### src/rtl/alu_sequencer_pkg.sv
// Shared types for the ALU sequencer stage: ALU op/flag encodings,
// sequencer FSM states, reset op constant and the divide-by-zero helper.
package alu_sequencer_pkg;

    // ALU operation select; ALU_NOP lands in the ALU's default case.
    typedef enum logic [2:0] {
        ALU_ADD = 3'd0,
        ALU_SUB = 3'd1,
        ALU_MUL = 3'd2,
        ALU_DIV = 3'd3,
        ALU_AND = 3'd4,
        ALU_OR  = 3'd5,
        ALU_XOR = 3'd6,
        ALU_NOP = 3'd7
    } alu_op_e;

    // Single status flag reported by the ALU alongside its result.
    typedef enum logic [1:0] {
        FLAG_NONE      = 2'd0,
        FLAG_CARRY     = 2'd1,
        FLAG_ZERO      = 2'd2,
        FLAG_REMAINDER = 2'd3
    } alu_flag_e;

    // Sequencer FSM states.
    typedef enum logic [1:0] {
        IDLE    = 2'd0,
        EXEC    = 2'd1,
        CAPTURE = 2'd2,
        RESP    = 2'd3
    } alu_seq_state_e;

    // Op driven to the ALU while no transaction has been accepted yet.
    localparam alu_op_e ALU_OP_RESET = ALU_NOP;

    // Result reported for a trapped divide by zero.
    localparam logic [7:0] DIV0_RESULT = 8'hFF;

    // True when the request is a division whose divisor is zero.
    function automatic logic is_div_by_zero(input alu_op_e op, input logic [7:0] b);
        return (op == ALU_DIV) && (b == 8'h00);
    endfunction

endpackage

### src/rtl/alu_sequencer_if.sv
// Bundle of the decoder request, ALU bus and writeback response signals
// around the ALU sequencer. The slave modport is the sequencer's view; the
// master modport is the surrounding decoder/ALU/writeback view.
interface alu_sequencer_if
    import alu_sequencer_pkg::*;
#(
    parameter int DST_W = 2
) ();

    // decoder -> sequencer
    logic             req_valid;
    logic             req_ready;
    alu_op_e          req_op;
    logic [7:0]       req_a;
    logic [7:0]       req_b;
    logic [DST_W-1:0] req_dst;

    // sequencer <-> ALU
    logic [7:0]       alu_register1;
    logic [7:0]       alu_register2;
    alu_op_e          alu_op;
    logic             alu_enable;
    logic [7:0]       alu_result;
    alu_flag_e        alu_flag;

    // sequencer -> writeback
    logic             rsp_valid;
    logic             rsp_ready;
    logic [7:0]       rsp_data;
    alu_flag_e        rsp_flag;
    logic [DST_W-1:0] rsp_dst;

    // status
    logic             busy;

    modport slave (
        input  req_valid, req_op, req_a, req_b, req_dst,
        output req_ready,
        output alu_register1, alu_register2, alu_op, alu_enable,
        input  alu_result, alu_flag,
        output rsp_valid, rsp_data, rsp_flag, rsp_dst,
        input  rsp_ready,
        output busy
    );

    modport master (
        output req_valid, req_op, req_a, req_b, req_dst,
        input  req_ready,
        input  alu_register1, alu_register2, alu_op, alu_enable,
        output alu_result, alu_flag,
        input  rsp_valid, rsp_data, rsp_flag, rsp_dst,
        output rsp_ready,
        input  busy
    );

endinterface

### src/rtl/alu_sequencer.sv
// ALU sequencer: accepts one op + operands from the decoder, holds them on
// the ALU inputs for LATENCY cycles, enables the shared ALU result bus for a
// single capture cycle and hands result/flag/tag to writeback. One
// transaction in flight at a time.
//
// Optional feature macro: ALU_DIV0_TRAP_EN -- a divide by zero bypasses the
// ALU, answers 8'hFF / FLAG_REMAINDER and pulses div0_trap for one cycle.
//
// Handshakes: a transfer happens on a rising clock edge where valid and
// ready are both high. The producer holds valid and its payload stable until
// that edge; ready never depends on valid in the same cycle (req_ready is
// high only in IDLE, rsp_valid only in RESP), and payload is sampled only on
// the transfer edge.
module alu_sequencer
    import alu_sequencer_pkg::*;
#(
    parameter int LATENCY = 1,
    parameter int DST_W   = 2
) (
    input  logic           clock,
    input  logic           reset_n,
    alu_sequencer_if.slave bus,
`ifdef ALU_DIV0_TRAP_EN
    output logic           div0_trap,
`endif
    output alu_seq_state_e seq_state
);

    localparam int                CNT_W    = $clog2(LATENCY + 1);
    localparam logic [CNT_W-1:0]  CNT_LAST = CNT_W'(LATENCY - 1);
    localparam logic [CNT_W-1:0]  CNT_ONE  = CNT_W'(1);

    alu_seq_state_e   state_q, state_d;
    logic             accept;
    logic [CNT_W-1:0] cnt_q;
    alu_op_e          op_q;
    logic [7:0]       a_q, b_q;
    logic [DST_W-1:0] dst_q;
    logic [7:0]       data_q;
    alu_flag_e        flag_q;

`ifdef ALU_DIV0_TRAP_EN
    logic             trap_take;
    logic             trap_q;

    assign trap_take = (state_q == IDLE) && bus.req_valid &&
                       is_div_by_zero(bus.req_op, bus.req_b);
`endif

    // State register; reset drops any transaction in flight immediately.
    always_ff @(posedge clock or negedge reset_n) begin
        if (!reset_n) begin
            state_q <= IDLE;
        end else begin
            state_q <= state_d;
        end
    end

    // Next-state logic and request acceptance.
    always_comb begin
        state_d = state_q;
        accept  = 1'b0;
        case (state_q)
            IDLE: begin
                if (bus.req_valid) begin
                    accept = 1'b1;
`ifdef ALU_DIV0_TRAP_EN
                    state_d = trap_take ? RESP : EXEC;
`else
                    state_d = EXEC;
`endif
                end
            end
            EXEC: begin
                if (cnt_q == CNT_LAST) begin
                    state_d = CAPTURE;
                end
            end
            CAPTURE: begin
                state_d = RESP;
            end
            RESP: begin
                if (bus.rsp_ready) begin
                    state_d = IDLE;
                end
            end
            default: begin
                state_d = IDLE;
            end
        endcase
    end

    // Operand/op holding registers, latency counter and response capture.
    // Operands change only on the accept edge so the ALU flag logic, which
    // reads live inputs, sees the same values through capture.
    always_ff @(posedge clock or negedge reset_n) begin
        if (!reset_n) begin
            cnt_q  <= '0;
            op_q   <= ALU_OP_RESET;
            a_q    <= 8'h00;
            b_q    <= 8'h00;
            dst_q  <= '0;
            data_q <= 8'h00;
            flag_q <= FLAG_NONE;
`ifdef ALU_DIV0_TRAP_EN
            trap_q <= 1'b0;
`endif
        end else begin
            if (accept) begin
                op_q  <= bus.req_op;
                a_q   <= bus.req_a;
                b_q   <= bus.req_b;
                dst_q <= bus.req_dst;
                cnt_q <= '0;
            end else if (state_q == EXEC) begin
                cnt_q <= cnt_q + CNT_ONE;
            end

            if (state_q == CAPTURE) begin
                data_q <= bus.alu_result;
                flag_q <= bus.alu_flag;
            end

`ifdef ALU_DIV0_TRAP_EN
            if (trap_take) begin
                data_q <= DIV0_RESULT;
                flag_q <= FLAG_REMAINDER;
            end
            trap_q <= trap_take;
`endif
        end
    end

    // State-decoded handshake/status outputs and held datapath values.
    assign bus.req_ready     = (state_q == IDLE);
    assign bus.alu_enable    = (state_q == CAPTURE);
    assign bus.rsp_valid     = (state_q == RESP);
    assign bus.busy          = (state_q != IDLE);
    assign bus.alu_register1 = a_q;
    assign bus.alu_register2 = b_q;
    assign bus.alu_op        = op_q;
    assign bus.rsp_data      = data_q;
    assign bus.rsp_flag      = flag_q;
    assign bus.rsp_dst       = dst_q;
    assign seq_state         = state_q;
`ifdef ALU_DIV0_TRAP_EN
    assign div0_trap         = trap_q;
`endif

endmodule
### src/flat_wrapper.sv
// flat-port wrapper written by rule: the top's interface ports become plain ports
module alu_sequencer_flat import alu_sequencer_pkg::*;
#(
    parameter int LATENCY = 1,
    parameter int DST_W   = 2
)
  (clock, reset_n, seq_state, bus_req_valid, bus_req_op, bus_req_a, bus_req_b, bus_req_dst, bus_req_ready, bus_alu_register1, bus_alu_register2, bus_alu_op, bus_alu_enable, bus_alu_result, bus_alu_flag, bus_rsp_valid, bus_rsp_data, bus_rsp_flag, bus_rsp_dst, bus_rsp_ready, bus_busy);
  alu_sequencer_if #(.DST_W(DST_W)) bus_i ();
  input  logic clock;
  input  logic reset_n;
  output alu_seq_state_e seq_state;
  input wire logic [$bits(bus_i.req_valid)-1:0] bus_req_valid;
  input wire logic [$bits(bus_i.req_op)-1:0] bus_req_op;
  input wire logic [$bits(bus_i.req_a)-1:0] bus_req_a;
  input wire logic [$bits(bus_i.req_b)-1:0] bus_req_b;
  input wire logic [$bits(bus_i.req_dst)-1:0] bus_req_dst;
  output wire logic [$bits(bus_i.req_ready)-1:0] bus_req_ready;
  output wire logic [$bits(bus_i.alu_register1)-1:0] bus_alu_register1;
  output wire logic [$bits(bus_i.alu_register2)-1:0] bus_alu_register2;
  output wire logic [$bits(bus_i.alu_op)-1:0] bus_alu_op;
  output wire logic [$bits(bus_i.alu_enable)-1:0] bus_alu_enable;
  input wire logic [$bits(bus_i.alu_result)-1:0] bus_alu_result;
  input wire logic [$bits(bus_i.alu_flag)-1:0] bus_alu_flag;
  output wire logic [$bits(bus_i.rsp_valid)-1:0] bus_rsp_valid;
  output wire logic [$bits(bus_i.rsp_data)-1:0] bus_rsp_data;
  output wire logic [$bits(bus_i.rsp_flag)-1:0] bus_rsp_flag;
  output wire logic [$bits(bus_i.rsp_dst)-1:0] bus_rsp_dst;
  input wire logic [$bits(bus_i.rsp_ready)-1:0] bus_rsp_ready;
  output wire logic [$bits(bus_i.busy)-1:0] bus_busy;
  assign bus_i.req_valid = bus_req_valid;
  assign bus_i.req_op = bus_req_op;
  assign bus_i.req_a = bus_req_a;
  assign bus_i.req_b = bus_req_b;
  assign bus_i.req_dst = bus_req_dst;
  assign bus_req_ready = bus_i.req_ready;
  assign bus_alu_register1 = bus_i.alu_register1;
  assign bus_alu_register2 = bus_i.alu_register2;
  assign bus_alu_op = bus_i.alu_op;
  assign bus_alu_enable = bus_i.alu_enable;
  assign bus_i.alu_result = bus_alu_result;
  assign bus_i.alu_flag = bus_alu_flag;
  assign bus_rsp_valid = bus_i.rsp_valid;
  assign bus_rsp_data = bus_i.rsp_data;
  assign bus_rsp_flag = bus_i.rsp_flag;
  assign bus_rsp_dst = bus_i.rsp_dst;
  assign bus_i.rsp_ready = bus_rsp_ready;
  assign bus_busy = bus_i.busy;
  alu_sequencer #(.LATENCY(LATENCY), .DST_W(DST_W)) u_core (.clock(clock), .reset_n(reset_n), .bus(bus_i), .seq_state(seq_state));
endmodule
### config.mk
export PLATFORM = sky130hd
export DESIGN_NAME = alu_sequencer_flat
export DESIGN_NICKNAME = d
export VERILOG_FILES = /design/src/rtl/alu_sequencer_pkg.sv /design/src/rtl/alu_sequencer_if.sv /design/src/rtl/alu_sequencer.sv /design/src/flat_wrapper.sv
export SDC_FILE = /design/constraint.sdc
export NUM_CORES = 1
export LEC_CHECK = 0
export ABC_AREA = 1
export CORE_MARGIN = 2
export CORE_UTILIZATION = 44
export CTS_BUF_LIST = sky130_fd_sc_hd__clkbuf_8
export CTS_CLUSTER_DIAMETER = 100
export CTS_CLUSTER_SIZE = 14
export DETAILED_ROUTE_END_ITERATION = 10
export GPL_TIMING_DRIVEN = 0
export PLACE_DENSITY = 0.85
export SETUP_SLACK_MARGIN = 0.05
export SYNTH_ARGS = -nofsm -noshare
export SYNTH_HDL_FRONTEND = slang
export SYNTH_SLANG_ARGS = --single-unit
### constraint.sdc
create_clock -name clock -period 3.1 [get_ports clock]
set_input_delay 0.62 -clock clock [delete_from_list [all_inputs] [get_ports clock]]
set_output_delay 0.62 -clock clock [all_outputs]
set_load 0.02 [all_outputs]
After elaboration in Yosys (flattened, before gate mapping):

Cells that the tools add are included.

* $add $sub $neg: 1
* muxes and demuxes: 8
* reductions and logical operators: 4
* equality and inequality tests: 6

Operators by type and width (count)
* $pmux W2 S4: 1
* $mux W2: 3
* $eq A2 B2 Y1 const B: 2
* $mux W1: 4
* $ne A2 B2 Y1 const B: 2
* $reduce_bool A2 Y1: 2
* $reduce_and A3 Y1: 1
* $eq A2 B1 Y1 const B: 1
* $logic_not A2 Y1: 1
* $ne A2 B1 Y1 const B: 1
* $add A1 B1 Y1 const B: 1

* input bits: 35
* output and inout bits: 37
* flip-flop bits (word level): 34
* word-level logic and storage cells: 27

Logic depth before layout (Yosys ltp):

* depth after elaboration: 3
* mapped depth: 7

Least setup slack after synthesis:

No wires, ideal clock.

* path type: register to output
* start point: register u_core.state_q[0], in the netlist u_core.seq_state[0]
* end point: output port bus_busy
* buffers on the path: 0
* path slack: 1504 ps
* arrival time: 976 ps
* stages on the path, launching flop included: 4
* path through: dfrtp_1 -> inv_1 -> ha_1 -> inv_1

* word-level cells in the longest chain between the ends: 1

RTL lines
* start, declared: line alu_sequencer.sv:33 `alu_seq_state_e state_q, state_d;`
* start signal, assigned: line alu_sequencer.sv:55 `state_q <= state_d;`
* $reduce_bool A2 Y1: line alu_sequencer.sv:138 `assign bus.busy = (state_q != IDLE);`
* end, declared: line flat_wrapper.sv:29 `output wire logic [$bits(bus_i.busy)-1:0] bus_busy;`

Every way passes these cells.

Worst setup path after layout:

Same ends and word-level chain as after synthesis.

==> metrics.txt <==
nets=278; sequential area share after synthesis=0.609; required time of the worst setup path=2480 ps; Post-synth EDFFs=0; critical path, cell by cell=inv_1, ha_1, inv_1, clkdlybuf4s50_1; clock network power share=0.122; share of flip-flops with an asynchronous set or reset=1.00; fin crit period=2310 ps; postcts setup bufs=0; number of port buffers=71; WL/cell=11.3 um; Die Height=60.5 um; Critical Path Start Type=flop; Final period util=0.745; Warnings, synthesis=0; part of the power in registers=0.334; critical path class=reg2out; pin count of the biggest net entering global routing=35; First-pass DRT Iterations=5; share of cells above drive strength 1=0.0711; number of library cell types mapped by synthesis=13; reg2reg start=u_core.seq_state[0]$_DFFE_PN0P_; Die Area=3660 sq um; TNS Setup=0 ps; final hold vios=0; LEAKAGE=1.14 nW; syn_area_per_cell=8.77 sq um; Layout Utilization=0.735; CP Max Fanout=5; Critical Path Max Stage Delay=590 ps; initial core utilization=0.459; # IOs=72; Top FF cell, synth=dfrtp_1; CTS Hold Buffers Added=0; internal power=1.42 mW; top cells by area, synth=dfrtp_1 (55%), nand2_1 (27%), dfstp_2 (5.6%); Residual DRC=0; Post-Syn Instances=160; post-CTS sizing=0; GRT overflow=0; max_cap viols=0; vias in the first global route=1,168; measured slew at the worst slew-check pin=725 ps; worst relative slew slack=0.517; CTS tree=yes; Critical Path Slowest Stage Cell=clkdlybuf4s50_1; Synth top cells by count=nand2_1 (101), dfrtp_1 (31), inv_1 (7), ha_1 (5), buf_2 (4); switching fraction of total power=0.402; fin. max-slew vios=0; buffer levels on the longest clock path=2; clock latency on the worst-skew pair=280 ps; Gate power share=0.544; Synth Net Count=200; Sw Pwr=0.956 mW; Min-Delay Path Class=in2async; Area growth syn-to-layout=59.9%; WP data arrival=1690 ps; count leader, synth=nand2_1; upper clock frequency limit=433 MHz; Synth Cell Area=1400 sq um; H-Tree Depth=2; Final setup viols=0; CTS clk-pin slew, worst paths=60 ps; Max Clock Skew=4.09 ps; DRT Wirelength=3210 um; first-pass GRT wire length=4970 um; RR Endpoint=u_core.bus.rsp_dst[1]$_DFFE_PN0P_; detailed-route via count=1,266; die width=60.5 um; register bit total from synthesis=34; global-route usage over all layers=0.187; Vias/cell=4.47; row count=20; Sink Count=34; status=completed; r2r worst-path depth=7; core area=3050 sq um; Peak VDD IR=479 uV; initial antenna violation count=0; Final ANT Viol Nets=0; pwr dens=1060 nW/um^2; most used cell along the critical path=inv_1; n_diodes=0; Crit. End Element=output port; Placer Congestion=0.723; DR iter-0 viols=28; r2r setup slk=1790 ps; RSZ-0062 raised after global routing=false; post-synth top area share=0.553; CTS Root Cell=clkbuf_8; DP HPWL=2450 um; TritonCTS buffer count=5; post-synth top area cell=dfrtp_1
[how the worst max path moves through the flow]
| stage | startpoint | cells past startpoint | endpoint |
|---|---|---|---|
| 5_1_grt | u_core.seq_state[0]$_DFFE_PN0P_ | 4 | bus_busy |
| 3_5_place_dp | u_core.seq_state[0]$_DFFE_PN0P_ | 4 | bus_busy |
| 4_1_cts | u_core.seq_state[0]$_DFFE_PN0P_ | 4 | bus_busy |
| 2_1_floorplan | u_core.seq_state[0]$_DFFE_PN0P_ | 3 | bus_busy |
| 3_3_place_gp | reset_n | 1 | u_core.bus.rsp_data[5]$_DFFE_PN0P_ |
| 6_report | u_core.seq_state[0]$_DFFE_PN0P_ | 4 | bus_busy |
[placed cells by master, fill, tap and decap left out]
cell type / count
buf_6: 2
dfrtp_1: 31
a21oi_1: 1
nand2_1: 101
dfstp_2: 3
inv_1: 10
nand4_1: 2
ha_1: 5
clkdlybuf4s50_1: 70
clkbuf_8: 5
buf_2: 5
inv_2: 1
nand3_1: 1
nand2_2: 1
o21ai_0: 1
[per-stage QoR]
stage / setup WS [ps] / instances / cell area (sq um) / power, mW / hold slack [ps]
after floorplan: 1500 / 160 / 1400 / 1.49 / 324
after global placement: 754 / 275 / 2170 / 2.07 / 453
after detailed placement: 1090 / 275 / 2160 / 2.11 / 458
after CTS: 780 / 283 / 2240 / 2.41 / 414
after global routing: 740 / 283 / 2240 / 2.56 / 454
final: 791 / 283 / 2240 / 2.38 / 397
[cells by family (layout without fill, tap and decap cells)]
family,count (synthesis),after routing,synth area share
compound gates,2,2,0.00713
fa+ha+maj,5,5,0.0446
buf+inv,14,93,0.0517
flops,34,34,0.609
simple gates,105,105,0.287
[worst max-delay path, delay by kind of cell, from the launching register on]
kind / cells / cell delay [ps]
adder cells (fa/ha/maj): 1 / 230
buffers and inverters: 3 / 760
flip-flops: 1 / 420
[metal layers]
metal / share of wire / up-vias / GRT usage
met2: 0.45 / 56 / 0.312
li1: - / 641 / -
met4: 0.019 / 0 / 0.0932
met1: 0.43 / 563 / 0.219
met3: 0.10 / 6 / 0.0597
met5: 0 / - / 0
[power by group through the flow]
| stage | registers, mW | logic, mW | clock network (mW) |
|---|---|---|---|
| after floorplan | 1.05 | 0.439 | 0 |
| after global placement | 0.790 | 1.28 | 0 |
| after detailed placement | 0.801 | 1.31 | 0 |
| after CTS | 0.794 | 1.31 | 0.300 |
| after global routing | 0.817 | 1.42 | 0.319 |
| final | 0.794 | 1.29 | 0.291 |
[flip-flops by register name, indices dropped and copies added (netlist names)]
| name | count |
|---|---|
| u_core.bus.rsp_data | 8 |
| u_core.seq_state | 2 |
| u_core.bus.alu_op | 3 |
| u_core.bus.rsp_dst | 2 |
| u_core.bus.alu_register2 | 8 |
| u_core.bus.rsp_flag | 2 |
| u_core.cnt_q | 1 |
| u_core.bus.alu_register1 | 8 |
[final cells by class]
cell class / instances / area [sq um]
flip-flops and latches: 34 / 855
plain buffers: 6 / 42.5
inverters: 8 / 30.0
clock inverters: 3 / 11.3
well taps: 44 / 55.1
repair buffers: 71 / 706
multi-input cells: 112 / 475
fillers: 245 / 810
clock buffers: 5 / 68.8
Power figures use the tool's default switching activity.
